==> src/rtl/pdu_ctrl_pkg.sv <==
// Shared definitions for the debug/run-control unit (PDU).
//   pdu_state_t : controller state encoding, also exported on the state port
//   DUMP_LEN    : number of register-file words streamed by a dump
//   IDX_W       : width of the dump word index
//   IDX_LAST    : index of the final dump word
package pdu_ctrl_pkg;

    typedef enum logic [1:0] {
        ST_IDLE = 2'b00,
        ST_RUN  = 2'b01,
        ST_STEP = 2'b10,
        ST_DUMP = 2'b11
    } pdu_state_t;

    localparam int DUMP_LEN = 32;
    localparam int IDX_W    = $clog2(DUMP_LEN);
    localparam logic [IDX_W-1:0] IDX_LAST = IDX_W'(DUMP_LEN - 1);

endpackage

==> src/rtl/pdu_ctrl_if.sv <==
// Register-dump stream between the PDU and its consumer.
//   dump_data  : register word for index dump_idx
//   dump_valid : dump_data/dump_idx are presented
//   dump_idx   : register index of the presented word
//   dump_last  : presented word is the final one of the dump
//   dump_ready : consumer accepts the presented word this cycle
// master = PDU side, slave = consumer side.
interface pdu_ctrl_if;

    logic [31:0]                    dump_data;
    logic                           dump_valid;
    logic [pdu_ctrl_pkg::IDX_W-1:0] dump_idx;
    logic                           dump_last;
    logic                           dump_ready;

    modport master (
        output dump_data,
        output dump_valid,
        output dump_idx,
        output dump_last,
        input  dump_ready
    );

    modport slave (
        input  dump_data,
        input  dump_valid,
        input  dump_idx,
        input  dump_last,
        output dump_ready
    );

endinterface

==> src/rtl/pdu_ctrl_edge_rise.sv <==
// Rising-edge detector for a synchronous request line.
//   clk, rst_n : clock and asynchronous active-low reset
//   din        : request level
//   rise       : din high now while the previous-cycle sample was low
module edge_rise (
    input  logic clk,
    input  logic rst_n,
    input  logic din,
    output logic rise
);

    logic prev;

    always_ff @(posedge clk or negedge rst_n) begin
        if (!rst_n) prev <= 1'b0;
        else        prev <= din;
    end

    assign rise = din & ~prev;

endmodule

==> src/rtl/pdu_ctrl.sv <==
// Run-control and register-dump unit for a CPU debug port.
//   cpu_clk, cpu_rstn   : clock and asynchronous active-low reset
//   run, step, stop     : control requests, acted on at their rising edge
//   brk_en, brk_pc, pc  : breakpoint enable/address and CPU IF-stage PC
//   dbg_ra              : external register-inspect address
//   rrd0                : CPU register-file debug read data (for rra0)
//   dump_req            : start a register dump (level)
//   cpu_en              : CPU clock enable
//   rra0                : register-file debug read address to the CPU
//   state, halted       : controller state, high when idle
//   brk_hit             : sticky breakpoint-taken flag
//   cyc_cnt             : count of enabled CPU cycles (CNT_W bits, wraps)
//   dump                : register-dump stream (master side)
module pdu_ctrl import pdu_ctrl_pkg::*; #(
    parameter int CNT_W = 32
) (
    input  logic             cpu_clk,
    input  logic             cpu_rstn,
    input  logic             run,
    input  logic             step,
    input  logic             stop,
    input  logic             brk_en,
    input  logic [31:0]      brk_pc,
    input  logic [31:0]      pc,
    input  logic [5:0]       dbg_ra,
    input  logic [31:0]      rrd0,
    input  logic             dump_req,
    output logic             cpu_en,
    output logic [5:0]       rra0,
    output logic [1:0]       state,
    output logic             halted,
    output logic             brk_hit,
    output logic [CNT_W-1:0] cyc_cnt,
    pdu_ctrl_if.master       dump
);

    pdu_state_t st;
    logic       first_q;      // high during the first RUN cycle after entry
    logic       run_rise, step_rise, stop_rise;
    logic       match;

    edge_rise u_run_rise  (.clk(cpu_clk), .rst_n(cpu_rstn), .din(run),  .rise(run_rise));
    edge_rise u_step_rise (.clk(cpu_clk), .rst_n(cpu_rstn), .din(step), .rise(step_rise));
    edge_rise u_stop_rise (.clk(cpu_clk), .rst_n(cpu_rstn), .din(stop), .rise(stop_rise));

    assign match = brk_en && (pc == brk_pc);

    // NOTE: cpu_en must gate the very cycle where the breakpoint PC or the
    // stop edge appears, so it is decoded from state and live inputs rather
    // than registered; registering it would let that instruction execute.
    // The first RUN cycle ignores the match so a resume steps off the breakpoint.
    assign cpu_en = (st == ST_STEP) ||
                    ((st == ST_RUN) && !stop_rise && !(match && !first_q));

    assign rra0           = (st == ST_DUMP) ? {1'b0, dump.dump_idx} : dbg_ra;
    assign state          = st;
    assign halted         = (st == ST_IDLE);
    assign dump.dump_last = dump.dump_valid && (dump.dump_idx == IDX_LAST);

    // NOTE: every register here is assigned with <= so all next-state terms
    // read the pre-edge values; blocking updates would leak new values
    // into later decisions in the same block.
    always_ff @(posedge cpu_clk or negedge cpu_rstn) begin
        if (!cpu_rstn) begin
            st              <= ST_IDLE;
            first_q         <= 1'b0;
            brk_hit         <= 1'b0;
            dump.dump_data  <= '0;
            dump.dump_valid <= 1'b0;
            dump.dump_idx   <= '0;
        end else begin
            first_q <= 1'b0;
            unique case (st)
                ST_IDLE: begin
                    if (run_rise) begin
                        st      <= ST_RUN;
                        first_q <= 1'b1;
                        brk_hit <= 1'b0;
                    end else if (step_rise) begin
                        st      <= ST_STEP;
                        brk_hit <= 1'b0;
                    end else if (dump_req) begin
                        st              <= ST_DUMP;
                        dump.dump_idx   <= '0;
                        dump.dump_valid <= 1'b0;
                    end
                end
                ST_RUN: begin
                    if (stop_rise) begin
                        st <= ST_IDLE;
                    end else if (match && !first_q) begin
                        st      <= ST_IDLE;
                        brk_hit <= 1'b1;
                    end
                end
                ST_STEP: st <= ST_IDLE;
                ST_DUMP: begin
                    if (stop_rise) begin
                        st              <= ST_IDLE;
                        dump.dump_valid <= 1'b0;
                        dump.dump_idx   <= '0;
                    end else if (!dump.dump_valid) begin
                        // rra0 already points at dump_idx, so rrd0 is that register
                        dump.dump_data  <= rrd0;
                        dump.dump_valid <= 1'b1;
                    end else if (dump.dump_ready) begin
                        dump.dump_valid <= 1'b0;
                        if (dump.dump_idx == IDX_LAST) begin
                            st            <= ST_IDLE;
                            dump.dump_idx <= '0;
                        end else begin
                            dump.dump_idx <= dump.dump_idx + IDX_W'(1);
                        end
                    end
                end
                default: st <= ST_IDLE;
            endcase
        end
    end

    always_ff @(posedge cpu_clk or negedge cpu_rstn) begin
        if (!cpu_rstn)   cyc_cnt <= '0;
        else if (cpu_en) cyc_cnt <= cyc_cnt + CNT_W'(1);
    end

endmodule
==> src/flat_wrapper.sv <==
// flat-port wrapper written by rule: the top's interface ports become plain ports
module pdu_ctrl_flat import pdu_ctrl_pkg::*;
#(
    parameter int CNT_W = 32
)
  (cpu_clk, cpu_rstn, run, step, stop, brk_en, brk_pc, pc, dbg_ra, rrd0, dump_req, cpu_en, rra0, state, halted, brk_hit, cyc_cnt, dump_dump_data, dump_dump_valid, dump_dump_idx, dump_dump_last, dump_dump_ready);
  pdu_ctrl_if dump_i ();
  input  logic cpu_clk;
  input  logic cpu_rstn;
  input  logic run;
  input  logic step;
  input  logic stop;
  input  logic brk_en;
  input  logic [31:0] brk_pc;
  input  logic [31:0] pc;
  input  logic [5:0] dbg_ra;
  input  logic [31:0] rrd0;
  input  logic dump_req;
  output logic cpu_en;
  output logic [5:0] rra0;
  output logic [1:0] state;
  output logic halted;
  output logic brk_hit;
  output logic [CNT_W-1:0] cyc_cnt;
  output wire logic [$bits(dump_i.dump_data)-1:0] dump_dump_data;
  output wire logic [$bits(dump_i.dump_valid)-1:0] dump_dump_valid;
  output wire logic [$bits(dump_i.dump_idx)-1:0] dump_dump_idx;
  output wire logic [$bits(dump_i.dump_last)-1:0] dump_dump_last;
  input wire logic [$bits(dump_i.dump_ready)-1:0] dump_dump_ready;
  assign dump_dump_data = dump_i.dump_data;
  assign dump_dump_valid = dump_i.dump_valid;
  assign dump_dump_idx = dump_i.dump_idx;
  assign dump_dump_last = dump_i.dump_last;
  assign dump_i.dump_ready = dump_dump_ready;
  pdu_ctrl #(.CNT_W(CNT_W)) u_core (.cpu_clk(cpu_clk), .cpu_rstn(cpu_rstn), .run(run), .step(step), .stop(stop), .brk_en(brk_en), .brk_pc(brk_pc), .pc(pc), .dbg_ra(dbg_ra), .rrd0(rrd0), .dump_req(dump_req), .cpu_en(cpu_en), .rra0(rra0), .state(state), .halted(halted), .brk_hit(brk_hit), .cyc_cnt(cyc_cnt), .dump(dump_i));
endmodule
==> config.mk <==
export PLATFORM = sky130hd
export DESIGN_NAME = pdu_ctrl_flat
export DESIGN_NICKNAME = d
export VERILOG_FILES = /design/src/rtl/pdu_ctrl_pkg.sv /design/src/rtl/pdu_ctrl_if.sv /design/src/rtl/pdu_ctrl_edge_rise.sv /design/src/rtl/pdu_ctrl.sv /design/src/flat_wrapper.sv
export SDC_FILE = /design/constraint.sdc
export NUM_CORES = 1
export LEC_CHECK = 0
export ABC_AREA = 1
export ABC_CLOCK_PERIOD_IN_PS = 4700
export CAP_MARGIN = 20
export CORE_MARGIN = 4
export CORE_UTILIZATION = 40
export DETAILED_ROUTE_END_ITERATION = 8
export HOLD_SLACK_MARGIN = 0.08
export PLACE_DENSITY = 0.77
export SLEW_MARGIN = 20
export SYNTH_ARGS = -nofsm -noshare
export SYNTH_HDL_FRONTEND = slang
export SYNTH_SLANG_ARGS = --single-unit
export TNS_END_PERCENT = 5
==> constraint.sdc <==
create_clock -name cpu_clk -period 4.7 [get_ports cpu_clk]
set_clock_uncertainty 0.1 [all_clocks]
set_input_delay 0.47 -clock cpu_clk [delete_from_list [all_inputs] [get_ports cpu_clk]]
set_output_delay 0.47 -clock cpu_clk [all_outputs]
set_load 0.01 [all_outputs]
==> flow_summary_export.csv <==
group,metric,value,unit
status,outcome,"finished, final reports clean",
global_routing,grt.overflow.total,0,
clock_tree,path_clk_slew,0.06,ns
global_routing,pin_count_of_the_biggest_net_entering_global_routing,78,
cells_and_area,area.growth.synth_to_final,49.4,%
synthesis,post_synth_instance_area,0.00466,sq mm
clock_tree,cts_hold_buf,0,
synthesis,share_of_the_synthesized_area_in_the_top_cell_type,41.4,%
sta,max_freq,295,MHz
sta,final_cycle_utilization_of_the_critical_path,72.1,%
cells_and_area,postLayoutCoreUtil,60.9,%
synthesis,mappedNetlistNets,706,
run,drv_cap,0,
sta,slew-limit-headroom,35.0,%
placed_design,numPortBuffers,191,
placed_design,gp_congestion,0.956,
setup_path,cp_data_required_time,4.13,ns
routing,drt-total-wl,13000,um
synthesis,synthesis.area_per_instance,7.85,sq um
clock_tree,post-cts-setup-buffer-count,0,
global_routing,first_global_vias,4537,
setup_path,worstSetupStartpointType,"primary input",
sta,final_hold_viol_count,0,
pwr,power.static_leakage,3.26,nW
sta,grt_setup_unrepaired,"no",
clock_tree,clk_latency,0.33,ns
pwr,worst_ir_drop_vdd,0.412,mV
routing,route.antenna.remaining_nets,0,
die,placement_rows,39,
die,starting_density_of_the_core,40.8,%
cells_and_area,antenna-diode-count,0,
clock_tree,cts_max_level,3,
synthesis,synth-seq-area-share,41.4,%
sta,setup_viol,0,
sta,max_slew.worst_pin.slew,0.975,ns
die,design.core.area,0.0114,sq mm
pwr,power-per-cell-area,423,mW/mm^2
global_routing,grt_pass1_wl,21200,um
cells_and_area,final_cell_mix,"194 x sky130_fd_sc_hd__nand2_1, 190 x sky130_fd_sc_hd__clkdlybuf4s50_1, 77 x sky130_fd_sc_hd__dfrtp_1",
setup_path,critPathArrivalTime,2.82,ns
routing,total_number_of_vias,4509,
synthesis,synth_cell_type_count,33,
min_path,timing.hold.worst.class,"in -> async",
routing,detail_route.drc_violations,0,
sta,timing.setup.tns,0,ns
synthesis,yosysWarnings,0,
global_routing,grt.total_usage,19.8,%
clock_tree,cts_repair_resize_count,0,
synthesis,syn-instance-count,593,
routing,vias_per_cell,4.85,
die,design.portCount,192,
synthesis,netlist_top_cells_area,"sky130_fd_sc_hd__dfrtp_1 41%, sky130_fd_sc_hd__nand2_1 16%, sky130_fd_sc_hd__mux2_2 7.5%",
setup_path,critical_path.max_fanout,36,
die,die_extent_in_x,116,um
clock_tree,cts_tree,"built",
clock_tree,cts.path.max_buffers,2,
placed_design,hpwl,10200,um
clock_tree,cts_made_buffers,9,
setup_path,setup.worst_path.end_class,"output port",
routing,routed_wire_length_per_instance,14.0,um
setup_path,crit_type,"in -> out",
cells_and_area,net_count_final,895,
sta,layout_min_cycle_time,3.39,ns
die,chipHeight,116,um
synthesis,ys_seq_elements,77,
clock_tree,clockRootBuffer,"sky130_fd_sc_hd__clkbuf_16",
synthesis,synthDominantAreaCellType,"sky130_fd_sc_hd__dfrtp_1",
cells_and_area,drive_gt1_share,9.78,%
routing,first_iter_violations,179,
die,die_area,0.0134,sq mm
routing,drtPass1Iterations,4,
sta,pins_over_their_slew_limit,0,
clock_tree,numClockSinks,77,
cells_and_area,layout_commonest_cell,"sky130_fd_sc_hd__nand2_1",
global_routing,antenna_violations_before_repair,0,
path summary, 6_finish.rpt:
| path | startpoint | endpoint | slack (ns) | depth (start not counted) |
|---|---|---|---|---|
| worst max-delay path | pc[13] | cpu_en | 1.31 | 12 |
| worst min-delay path | cpu_rstn | u_core.cyc_cnt[23] | 0.17 | 1 |
| worst max register to register | u_core.state[1] | u_core.dump.dump_data[26] | 2.55 | 4 |
| worst min register to register | u_core.brk_hit | u_core.brk_hit | 0.37 | 2 |
| max in group asynchronous | cpu_rstn | u_core.state[0] | 3.66 | 1 |
| min in group cpu_clk | u_core.brk_hit | u_core.brk_hit | 0.37 | 2 |
through the flow:
step / instance area (sq um) / worst slack, ns / hold slack, ns / cells / power [mW]
3_5_place_dp: 6630 / 1.29 / 0.363 / 914 / 2.20
4_1_cts: 6950 / 1.28 / 0.236 / 930 / 2.98
5_1_grt: 6960 / 1.04 / 0.258 / 930 / 3.13
2_1_floorplan: 4660 / 2.77 / 0.0744 / 593 / 1.62
3_3_place_gp: 6630 / 1.33 / 0.360 / 914 / 2.17
6_report: 6960 / 1.31 / 0.172 / 930 / 2.95
synth_stat cells, drive strengths merged:
master  number
o21ai       12
xnor2       20
ha           3
nand4        5
clkbuf       4
buf          9
a21oi        4
nor3        17
inv         77
nand3b       2
nand3       49
o22ai        2
nor3b        1
nand2      199
nor4         5
nor2        54
dfrtp       77
or2          1
mux2        32
xor2        20
cell families after synthesis:
kind of cell    after synthesis  share of synthesized area [%]
fa+ha+maj                     3                          0.806
xor+xnor                     40                           7.52
simple gates                333                           31.8
buf+inv                      90                           8.71
compound gates               18                           2.07
mux                          32                           7.74
flops                        77                           41.4
routing by layer:
metal	track usage [%]	part of all wire (%)	routed length [um]
met4	6.65	1.7	219
met3	8.41	12	1540
met1	22.8	40	5220
met2	33.1	46	6060
met5	0	0	0
report_power, final:
group	switching [mW]	leakage [nW]	internal, mW
clock network	0.264	0.163	0.492
logic	0.578	2.10	0.628
registers	0.139	0.998	0.845
total	0.980	3.26	1.97
critical path, stage by stage:
cell                              delay, ns
sky130_fd_sc_hd__clkdlybuf4s50_1       0.45
sky130_fd_sc_hd__inv_1                 0.04
sky130_fd_sc_hd__nor2_1                0.08
sky130_fd_sc_hd__nor2_1                0.05
sky130_fd_sc_hd__nand2_1               0.07
sky130_fd_sc_hd__nor2_1                0.04
sky130_fd_sc_hd__nand2_1               0.05
sky130_fd_sc_hd__nor2_1                0.05
sky130_fd_sc_hd__nand3_2               0.10
sky130_fd_sc_hd__nand3_4               0.34
sky130_fd_sc_hd__nand2_4               0.42
sky130_fd_sc_hd__clkdlybuf4s50_1       0.63
registers in the layout, summed over array words and instances, names as in the netlist:
name                     cells
u_core.u_stop_rise.prev      1
u_core.dump.dump_data       32
u_core.cyc_cnt              32
u_core.brk_hit               1
u_core.first_q               1
u_core.dump.dump_valid       1
u_core.state                 2
u_core.dump.dump_idx         5
u_core.u_step_rise.prev      1
u_core.u_run_rise.prev       1
area by class of cell:
| cell class | instances | area [sq um] |
|---|---|---|
| clock buffers | 12 | 256 |
| clock inverters | 4 | 70.1 |
| fillers | 1007 | 4460 |
| inverters | 77 | 289 |
| multi-input cells | 426 | 2330 |
| flip-flops and latches | 77 | 1930 |
| well taps | 143 | 179 |
| repair buffers | 191 | 1910 |
(Power assumes the default switching activity.)
